--- src/rtl/multicycle_control_pkg.sv ---
// Shared types and encodings for the multicycle MIPS-style controller:
// FSM states, opcode/funct fields, ALU control codes and ALU operation selects.
package multicycle_control_pkg;

    typedef enum logic [3:0] {
        S_IDLE      = 4'd0,
        S_FETCH     = 4'd1,
        S_DECODE    = 4'd2,
        S_MEM_ADDR  = 4'd3,
        S_MEM_READ  = 4'd4,
        S_MEM_WB    = 4'd5,
        S_MEM_WRITE = 4'd6,
        S_EXECUTE   = 4'd7,
        S_ALU_WB    = 4'd8,
        S_BRANCH    = 4'd9,
        S_JUMP      = 4'd10,
        S_IMM_EXEC  = 4'd11,
        S_IMM_WB    = 4'd12
    } state_t;

    localparam logic [5:0] OP_RTYPE = 6'h00;
    localparam logic [5:0] OP_J     = 6'h02;
    localparam logic [5:0] OP_BEQ   = 6'h04;
    localparam logic [5:0] OP_BNE   = 6'h05;
    localparam logic [5:0] OP_ADDI  = 6'h08;
    localparam logic [5:0] OP_SLTI  = 6'h0A;
    localparam logic [5:0] OP_ANDI  = 6'h0C;
    localparam logic [5:0] OP_ORI   = 6'h0D;
    localparam logic [5:0] OP_LW    = 6'h23;
    localparam logic [5:0] OP_SW    = 6'h2B;

    localparam logic [5:0] FN_ADD = 6'h20;
    localparam logic [5:0] FN_SUB = 6'h22;
    localparam logic [5:0] FN_AND = 6'h24;
    localparam logic [5:0] FN_OR  = 6'h25;
    localparam logic [5:0] FN_NOR = 6'h27;
    localparam logic [5:0] FN_SLT = 6'h2A;

    localparam logic [3:0] ALU_AND = 4'b0000;
    localparam logic [3:0] ALU_OR  = 4'b0001;
    localparam logic [3:0] ALU_ADD = 4'b0010;
    localparam logic [3:0] ALU_SUB = 4'b0110;
    localparam logic [3:0] ALU_SLT = 4'b0111;
    localparam logic [3:0] ALU_NOR = 4'b1100;

    typedef enum logic [2:0] {
        ALU_OP_NONE  = 3'd0,
        ALU_OP_ADD   = 3'd1,
        ALU_OP_SUB   = 3'd2,
        ALU_OP_FUNCT = 3'd3,
        ALU_OP_IMM   = 3'd4
    } alu_op_t;

    function automatic logic funct_legal(input logic [5:0] fn);
        return (fn == FN_ADD) || (fn == FN_SUB) || (fn == FN_AND) ||
               (fn == FN_OR)  || (fn == FN_NOR) || (fn == FN_SLT);
    endfunction

endpackage

--- src/rtl/multicycle_control_alu_decoder.sv ---
// Combinational ALU control decode: fixed ADD/SUB, R-type funct field,
// or immediate-class opcode, chosen by the FSM's ALU operation select.
module alu_decoder
    import multicycle_control_pkg::*;
(
    input  alu_op_t      i_alu_op,
    input  logic [5:0]   i_opcode,
    input  logic [5:0]   i_funct,
    output logic [3:0]   o_alu_control
);

    always_comb begin
        o_alu_control = ALU_AND;
        case (i_alu_op)
            ALU_OP_ADD: o_alu_control = ALU_ADD;
            ALU_OP_SUB: o_alu_control = ALU_SUB;
            ALU_OP_FUNCT: begin
                case (i_funct)
                    FN_ADD:  o_alu_control = ALU_ADD;
                    FN_SUB:  o_alu_control = ALU_SUB;
                    FN_AND:  o_alu_control = ALU_AND;
                    FN_OR:   o_alu_control = ALU_OR;
                    FN_SLT:  o_alu_control = ALU_SLT;
                    FN_NOR:  o_alu_control = ALU_NOR;
                    default: o_alu_control = ALU_ADD;
                endcase
            end
            ALU_OP_IMM: begin
                case (i_opcode)
                    OP_ADDI: o_alu_control = ALU_ADD;
                    OP_SLTI: o_alu_control = ALU_SLT;
                    OP_ANDI: o_alu_control = ALU_AND;
                    OP_ORI:  o_alu_control = ALU_OR;
                    default: o_alu_control = ALU_ADD;
                endcase
            end
            default: o_alu_control = ALU_AND;
        endcase
    end

endmodule

--- src/rtl/multicycle_control.sv ---
// Multicycle datapath controller: Moore FSM sequencing fetch, decode, memory,
// ALU, branch, jump and immediate instructions, with illegal-opcode detection.
//
// state     | meaning
// IDLE      | post-reset, all outputs idle
// FETCH     | read instruction, PC += 4
// DECODE    | register read, branch target precompute, dispatch
// MEM_ADDR  | effective address for lw/sw
// MEM_READ  | data memory read
// MEM_WB    | load result to rt
// MEM_WRITE | data memory write
// EXECUTE   | R-type ALU operation
// ALU_WB    | R-type result to rd
// BRANCH    | compare and conditionally take branch
// JUMP      | load jump target
// IMM_EXEC  | immediate ALU operation
// IMM_WB    | immediate result to rt
module multicycle_control
    import multicycle_control_pkg::*;
(
    input  logic         clk,
    input  logic         rst_n,
    input  logic [5:0]   opcode,
    input  logic [5:0]   funct,
    input  logic         ALU_zero,
    output logic [3:0]   ALU_control,
    output logic         PC_en,
    output logic         IorD,
    output logic         Mem_read,
    output logic         Mem_write,
    output logic         IR_write,
    output logic         Mem_to_reg,
    output logic         Reg_dst,
    output logic         Reg_write,
    output logic         ALU_src_A,
    output logic         Ext_zero,
    output logic         Illegal_op,
    output logic [1:0]   ALU_src_B,
    output logic [1:0]   PC_source,
    output logic [3:0]   state
);

    state_t  r_state;
    state_t  w_next;
    alu_op_t w_alu_op;
    logic    w_ext_zero_op;

    assign state         = r_state;
    assign w_ext_zero_op = (opcode == OP_ANDI) || (opcode == OP_ORI);

    alu_decoder u_alu_decoder (
        .i_alu_op      (w_alu_op),
        .i_opcode      (opcode),
        .i_funct       (funct),
        .o_alu_control (ALU_control)
    );

    always_ff @(posedge clk or negedge rst_n) begin
        if (!rst_n) r_state <= S_IDLE;
        else        r_state <= w_next;
    end

    always_comb begin
        w_next     = S_FETCH;
        w_alu_op   = ALU_OP_NONE;
        PC_en      = 1'b0;
        IorD       = 1'b0;
        Mem_read   = 1'b0;
        Mem_write  = 1'b0;
        IR_write   = 1'b0;
        Mem_to_reg = 1'b0;
        Reg_dst    = 1'b0;
        Reg_write  = 1'b0;
        ALU_src_A  = 1'b0;
        Ext_zero   = 1'b0;
        Illegal_op = 1'b0;
        ALU_src_B  = 2'b00;
        PC_source  = 2'b00;

        case (r_state)
            S_IDLE: w_next = S_FETCH;
            S_FETCH: begin
                Mem_read  = 1'b1;
                IR_write  = 1'b1;
                ALU_src_B = 2'b01;
                w_alu_op  = ALU_OP_ADD;
                PC_en     = 1'b1;
                w_next    = S_DECODE;
            end
            S_DECODE: begin
                ALU_src_B = 2'b11;
                w_alu_op  = ALU_OP_ADD;
                case (opcode)
                    OP_LW, OP_SW:    w_next = S_MEM_ADDR;
                    OP_BEQ, OP_BNE:  w_next = S_BRANCH;
                    OP_J:            w_next = S_JUMP;
                    OP_ADDI, OP_SLTI, OP_ANDI, OP_ORI: w_next = S_IMM_EXEC;
                    OP_RTYPE: begin
                        if (funct_legal(funct)) w_next = S_EXECUTE;
                        else                    Illegal_op = 1'b1;
                    end
                    default: Illegal_op = 1'b1;
                endcase
            end
            S_MEM_ADDR: begin
                ALU_src_A = 1'b1;
                ALU_src_B = 2'b10;
                w_alu_op  = ALU_OP_ADD;
                w_next    = (opcode == OP_SW) ? S_MEM_WRITE : S_MEM_READ;
            end
            S_MEM_READ: begin
                Mem_read = 1'b1;
                IorD     = 1'b1;
                w_next   = S_MEM_WB;
            end
            S_MEM_WB: begin
                Reg_write  = 1'b1;
                Mem_to_reg = 1'b1;
            end
            S_MEM_WRITE: begin
                Mem_write = 1'b1;
                IorD      = 1'b1;
            end
            S_EXECUTE: begin
                ALU_src_A = 1'b1;
                w_alu_op  = ALU_OP_FUNCT;
                w_next    = S_ALU_WB;
            end
            S_ALU_WB: begin
                Reg_write = 1'b1;
                Reg_dst   = 1'b1;
            end
            S_BRANCH: begin
                ALU_src_A = 1'b1;
                w_alu_op  = ALU_OP_SUB;
                PC_source = 2'b01;
                PC_en     = (opcode == OP_BNE) ? ~ALU_zero : ALU_zero;
            end
            S_JUMP: begin
                PC_source = 2'b10;
                PC_en     = 1'b1;
            end
            S_IMM_EXEC: begin
                ALU_src_A = 1'b1;
                ALU_src_B = 2'b10;
                w_alu_op  = ALU_OP_IMM;
                Ext_zero  = w_ext_zero_op;
                w_next    = S_IMM_WB;
            end
            S_IMM_WB: begin
                Reg_write = 1'b1;
                // opcode is held stable by the IR, so Ext_zero persists without a flop
                Ext_zero  = w_ext_zero_op;
            end
            default: w_next = S_FETCH;
        endcase
    end

endmodule
--- config.mk ---
export PLATFORM = sky130hd
export DESIGN_NAME = multicycle_control
export DESIGN_NICKNAME = d
export VERILOG_FILES = /design/src/rtl/multicycle_control_pkg.sv /design/src/rtl/multicycle_control_alu_decoder.sv /design/src/rtl/multicycle_control.sv
export SDC_FILE = /design/constraint.sdc
export NUM_CORES = 1
export LEC_CHECK = 0
export BUFFER_PORTS_ARGS = -buffer_cell sky130_fd_sc_hd__clkbuf_2
export CAP_MARGIN = 5
export CORE_MARGIN = 4
export CORE_UTILIZATION = 30
export DETAILED_ROUTE_END_ITERATION = 10
export PLACE_DENSITY = 0.67
export SYNTH_ARGS = -nofsm -noshare
export SYNTH_HDL_FRONTEND = slang
export SYNTH_SLANG_ARGS = --single-unit
--- constraint.sdc ---
create_clock -name clk -period 3.3 [get_ports clk]
set_clock_uncertainty 0.1 [all_clocks]
set_input_delay 0.495 -clock clk [delete_from_list [all_inputs] [get_ports clk]]
set_output_delay 0.495 -clock clk [all_outputs]
set_load 0.005 [all_outputs]
==> impl_metrics.py, run 1 <==
metrics = {
    "run_status": {
        "status": "finished clean",
    },
    "synthesis": {
        "yosys.area.top_type": "dfrtp_1",
        "synth_warnings": 0,
        "netlist.area_leader.share": 0.141,
        "ys_async_sr_fraction": 1.00,
        "synth_nets": 113,
        "synth_xor_area_frac": 0.0246,
        "synth_compound_area_frac": 0.329,
        "synth_top_family_by_area": "simple AND/OR/NAND/NOR gates",
        "synthAdderAreaFrac": 0,
        "ys_seq_elements": 4,
        "ys.flop_type": "dfrtp_1",
        "synth_edf_count": 0,
        "ys_seq_area_frac": 0.141,
        "synthTopCellsByArea": "dfrtp_1 (14%), nor2_1 (7.4%), nand2_1 (3.7%)",
        "synthMuxAreaShare": 0.0158,
        "yosys.area_share.simple": 0.394,
        "syn_area_um2": 712,
        "synthDistinctLibCells": 48,
        "syn-instance-count": 98,
        "syn_area_per_cell_um2": 7.26,
    },
    "sta": {
        "period_needed_ns": 2.58,
        "slew_viol_final": 0,
        "period_share": 0.781,
        "tns_ns": 0,
        "fmax_mhz": 388,
        "worst_slew_pin_slew_ns": 0.529,
        "max-slew-margin-rel": 0.648,
        "hold_ws_ns": 0.504,
        "hold_violations": 0,
        "finalSetupViolCount": 0,
        "rsz0062_at_grt": "false",
    },
    "route": {
        "drtIter0Drc": 45,
        "ant_nets": 0,
        "drcViolationCount": 0,
        "avgRoutedWirePerCell_um": 13.3,
        "wirelength_um": 2150,
        "vias_per_cell": 5.60,
        "vias": 901,
        "drt_pass1_iterations": 4,
    },
    "setup_path": {
        "cp.arrival_ns": 1.98,
        "cp_slowest_stage_delay_ns": 0.58,
        "cpMaxStageDelayCell": "dfrtp_1",
        "critical_path.cell_chain": "inv_1 > or3_4 > a2111oi_2 > clkbuf_2",
        "end_kind": "primary output",
        "cp_max_fo": 13,
        "worstSetupPathType": "reg2out",
        "critPathLaunchType": "flop",
        "timing.critical_path.buf_inv": 2,
        "cp_top_family": "flip-flops",
        "cp.required_ns": 2.70,
    },
    "floorplan": {
        "die_w_um": 56.7,
        "design.die.area_um2": 3220,
        "placementRows": 17,
        "design.portCount": 38,
        "design.core.area_um2": 2230,
        "start_util": 0.319,
        "die_h_um": 56.7,
    },
    "power_and_ir_drop": {
        "leakagePower_nw": 0.418,
        "ir_drop_mv": 0.265,
        "power_density_nw_per_um2": 690,
    },
    "clock_network": {
        "hold_buffers": 1,
        "cts_buffer_depth": 2,
        "htreeDepth": 1,
        "clock_latency_ns": 0.23,
        "root_buffer": "clkbuf_4",
        "cts_tree": "built",
        "numCtsBuffers": 3,
        "cts-resized-gates": 0,
        "cts_sinks": 4,
        "post-cts-setup-buffers": 0,
        "clkTransAtPathRegs_ns": 0.04,
    },
    "global_route": {
        "grt_max_degree": 18,
        "grt_usage": 0.129,
        "antenna_found_initial": 0,
        "grt_pass1_wl_um": 3520,
        "gr-total-overflow": 0,
        "grt_pass1_vias": 843,
    },
    "final_layout": {
        "area_growth_pct": 29.0,
        "num-nets-final": 150,
        "drive_gt1_frac": 0.376,
        "fillers": 244,
        "largest_register_ffs": 4,
        "diodes": 0,
    },
    "worst_hold_path": {
        "worstHoldPathType": "in2async",
    },
    "run": {
        "cap_viol_max_count": 0,
    },
    "placed_design": {
        "post-dp-hpwl_um": 1750,
        "place.gp.congestion": 0.897,
        "io_buffers": 37,
    },
}
==> metal layers <==
| metal | global-route usage | wire (um) | share of wire | vias up |
|---|---|---|---|---|
| met2 | 0.229 | 1060 | 0.49 | 36 |
| met1 | 0.160 | 922 | 0.43 | 421 |
| met4 | 0.0407 | 15 | 0.0070 | 0 |
| met5 | 0 | 0 | 0 | - |
| met3 | 0.0161 | 152 | 0.071 | 2 |
| li1 | - | - | - | 442 |
==> layout make-up <==
type	instances	area, um2	share of cell area
well taps	28	35.0	0.0381
repair buffers	38	195	0.213
clock buffers	3	22.5	0.0245
multi-input cells	82	543	0.591
inverters	6	22.5	0.0245
flip-flops and latches	4	100	0.109
==> worst paths after layout <==
check	from	endpoint	slack (ns)	depth (start not counted)
setup / recovery	state[1]	Ext_zero	0.72	4
hold / removal	rst_n	state[1]	0.50	2
setup reg to reg	state[1]	state[2]	1.75	3
hold reg to reg	state[1]	state[1]	0.76	2
max in group asynchronous	rst_n	state[3]	2.47	2
min in group clk	funct[4]	state[1]	0.58	4
==> power by group <==
part | switching (W) | leakage (nW) | internal (W)
sequential | 0.0000852 | 0.0511 | 0.0000699
clock | 0.0000185 | 0.0138 | 0.0000406
combinational | 0.000227 | 0.353 | 0.000192
total | 0.000331 | 0.418 | 0.000303
==> placed cells by master, fill, tap and decap left out, drive strengths merged, types with 2 or more instances in the layout <==
cell     synthesis  final
a2111oi          2      2
a21oi            4      4
a311oi           2      2
a31o             2      2
a31oi            2      2
clkbuf           1     40
dfrtp            4      4
inv              6      6
nand2            7      7
nand2b           3      3
nand3            4      4
nand3b           2      2
nand4            3      3
nor2            15     15
nor2b            2      2
nor3             5      5
o211ai           2      2
o21ai            6      6
or3              2      2
or3b             2      2
==> metrics by stage <==
stage	total power, W	util	cell area, um2	std cells	setup slack (ns)
after floorplan	0.000406	-	712	98	1.28
after global placement	0.000570	0.397	886	157	0.993
after detailed placement	0.000571	0.397	886	157	0.986
after CTS	0.000636	0.411	918	161	0.731
after global routing	0.000695	0.411	918	161	0.595
final	0.000634	0.411	918	161	0.721
==> synth_stat cells (2+ instances only) <==
library cell,number
a21oi_1,4
a31o_1,2
a31oi_1,2
buf_2,3
dfrtp_1,4
inv_1,5
nand2_1,7
nand2b_1,2
nand3_1,4
nand3b_1,2
nand4_1,2
nor2_1,14
nor2b_1,2
nor3_1,5
o211ai_1,2
o21ai_0,4
o21ai_1,2
or3_4,2
==> logic make-up after synthesis <==
kind of cell              after synthesis
DFF                                     4
xor gates and xnor gates                2
buffers and inverters                  12
muxes                                   1
AOI/OAI and AO/OA                      30
and+or+nand+nor                        49
Note: power is estimated with default switching activity, not from simulation.
==> run 2: changes to the inputs <==
Clock period 3.3 ns to 2.5 ns, I/O delays scaled along.
==> impl_metrics.py, run 2 (synthesis gave the netlist of run 1 again) <==
metrics = {
    "power_and_ir_drop": {
        "clkPwrFrac": 0.093,
        "combPwrFrac": 0.732,
        "p_switching_w": 0.000433,
        "total_power_w": 0.000854,
        "leakagePower_nw": 0.428,
        "internal_power_w": 0.000420,
        "ir_drop_mv": 0.323,
        "power_density_nw_per_um2": 915,
        "p_sw_frac": 0.508,
        "seqPwrFrac": 0.175,
    },
    "floorplan": {
        "placementRows": 17,
        "start_util": 0.319,
        "design.portCount": 38,
        "die_w_um": 56.7,
        "design.die.area_um2": 3220,
        "design.core.area_um2": 2230,
        "die_h_um": 56.7,
    },
    "placed_design": {
        "dp_slack_ns": 0.499,
        "dp_cells": 159,
        "place.gp.congestion": 0.816,
        "io_buffers": 37,
        "post-dp-hpwl_um": 1720,
    },
    "final_layout": {
        "largest_register_ffs": 4,
        "diodes": 0,
        "final_cell_mix": "clkbuf_2 (37), nor2_1 (14), nand2_1 (7), inv_1 (5), nor3_1 (5)",
        "final_common_cell": "clkbuf_2",
        "stdcell_count": 163,
        "drive_gt1_frac": 0.385,
        "area_growth_pct": 31.1,
        "post-route-util": 0.418,
        "num-nets-final": 152,
    },
    "sta": {
        "worst_slew_pin_slew_ns": 0.438,
        "period_share": 0.884,
        "hold_violations": 0,
        "period_needed_ns": 2.21,
        "rsz0062_at_grt": "false",
        "fmax_mhz": 453,
        "max-slew-margin-rel": 0.708,
        "slew_viol_final": 0,
        "tns_ns": 0,
        "fin_ws_ns": 0.290,
        "finalSetupViolCount": 0,
    },
    "global_route": {
        "met1_usage": 0.180,
        "met2_usage": 0.223,
        "grt_max_degree": 17,
        "grt_pass1_vias": 830,
        "grt_use_met3": 0.0138,
        "grt_usage": 0.140,
        "grt_pass1_wl_um": 3630,
        "antenna_found_initial": 0,
        "grt.busiest_layer": "met2",
        "gr-total-overflow": 0,
    },
    "route": {
        "drcViolationCount": 0,
        "vias": 891,
        "avgRoutedWirePerCell_um": 13.2,
        "vias_per_cell": 5.47,
        "drt_pass1_iterations": 4,
        "drtIter0Drc": 16,
        "ant_nets": 0,
        "wirelength_um": 2150,
    },
    "run": {
        "cap_viol_max_count": 0,
    },
    "clock_network": {
        "htreeDepth": 1,
        "cts_tree": "built",
        "cts_sinks": 4,
        "cts_buffer_depth": 2,
        "clock_latency_ns": 0.23,
        "root_buffer": "clkbuf_4",
        "numCtsBuffers": 3,
        "clkTransAtPathRegs_ns": 0.04,
    },
    "run_status": {
        "status": "finished clean",
    },
    "worst_hold_path": {
        "worstHoldPathType": "in2async",
    },
    "setup_path": {
        "r2r_cells": 3,
        "worstSetupPathType": "reg2out",
        "rr_startpoint": "state[2]",
        "cp_max_fo": 16,
        "end_kind": "primary output",
        "cp.arrival_ns": 1.73,
        "crit_start": "state[2]",
        "cp.required_ns": 2.03,
        "critPathLaunchType": "flop",
    },
}
[run 2: changes by cell type in the layout (fill, tap and decap cells not counted)]
cell and change:
buf_4 +2
[run 2: per-layer routing]
metal | part of all wire | wire, um
met5 | 0 | 0
met4 | 0.022 | 48
met3 | 0.061 | 132
met2 | 0.46 | 997
met1 | 0.45 | 975
[run 2: power by group through the flow]
stage	Combinational, W	Clock, W	Sequential (W)
6_report	0.000625	0.0000796	0.000149
5_1_grt	0.000705	0.0000905	0.000159
2_1_floorplan	0.000405	0	0.000131
4_1_cts	0.000632	0.0000822	0.000148
3_5_place_dp	0.000628	0	0.000149
3_3_place_gp	0.000626	0	0.000148
[run 2: layout make-up]
| type | instances | area (um2) |
|---|---|---|
| clock buffer | 3 | 22.5 |
| fill | 239 | 1300 |
| inverter | 6 | 22.5 |
| multi-input combinational | 82 | 543 |
| sequential | 4 | 100 |
| tap | 28 | 35.0 |
| timing repair buffer | 40 | 210 |
[run 2: worst paths after layout]
path,slack (ns),to
worst max-delay path,0.29,ALU_control[2]
worst min-delay path,0.38,state[0]
worst max register to register,0.98,state[0]
worst min register to register,0.53,state[1]
max in group asynchronous,1.80,state[1]
min in group clk,0.45,state[1]
[run 2: critical path, cell delays in order, from the launching register on]
cell,delay [ns]
dfrtp_1,0.60
nor2b_1,0.27
nand4_1,0.14
or2_1,0.25
o22ai_2,0.11
clkbuf_2,0.13
[run 2: timing repair]
| item | in CTS | in global routing |
|---|---|---|
| hold endpoints to repair | 4 | 0 |
| hold buffers | 1 | 0 |
| setup buffers | 0 | 0 |
| resized for setup | 0 | 0 |
[run 2: metrics by stage]
stage               hold WS [ns]  instance area [um2]
global placement          0.0827                  901
floorplan                -0.0206                  712
finish                     0.376                  933
detailed placement        0.0833                  901
global route               0.385                  933
CTS                        0.374                  933
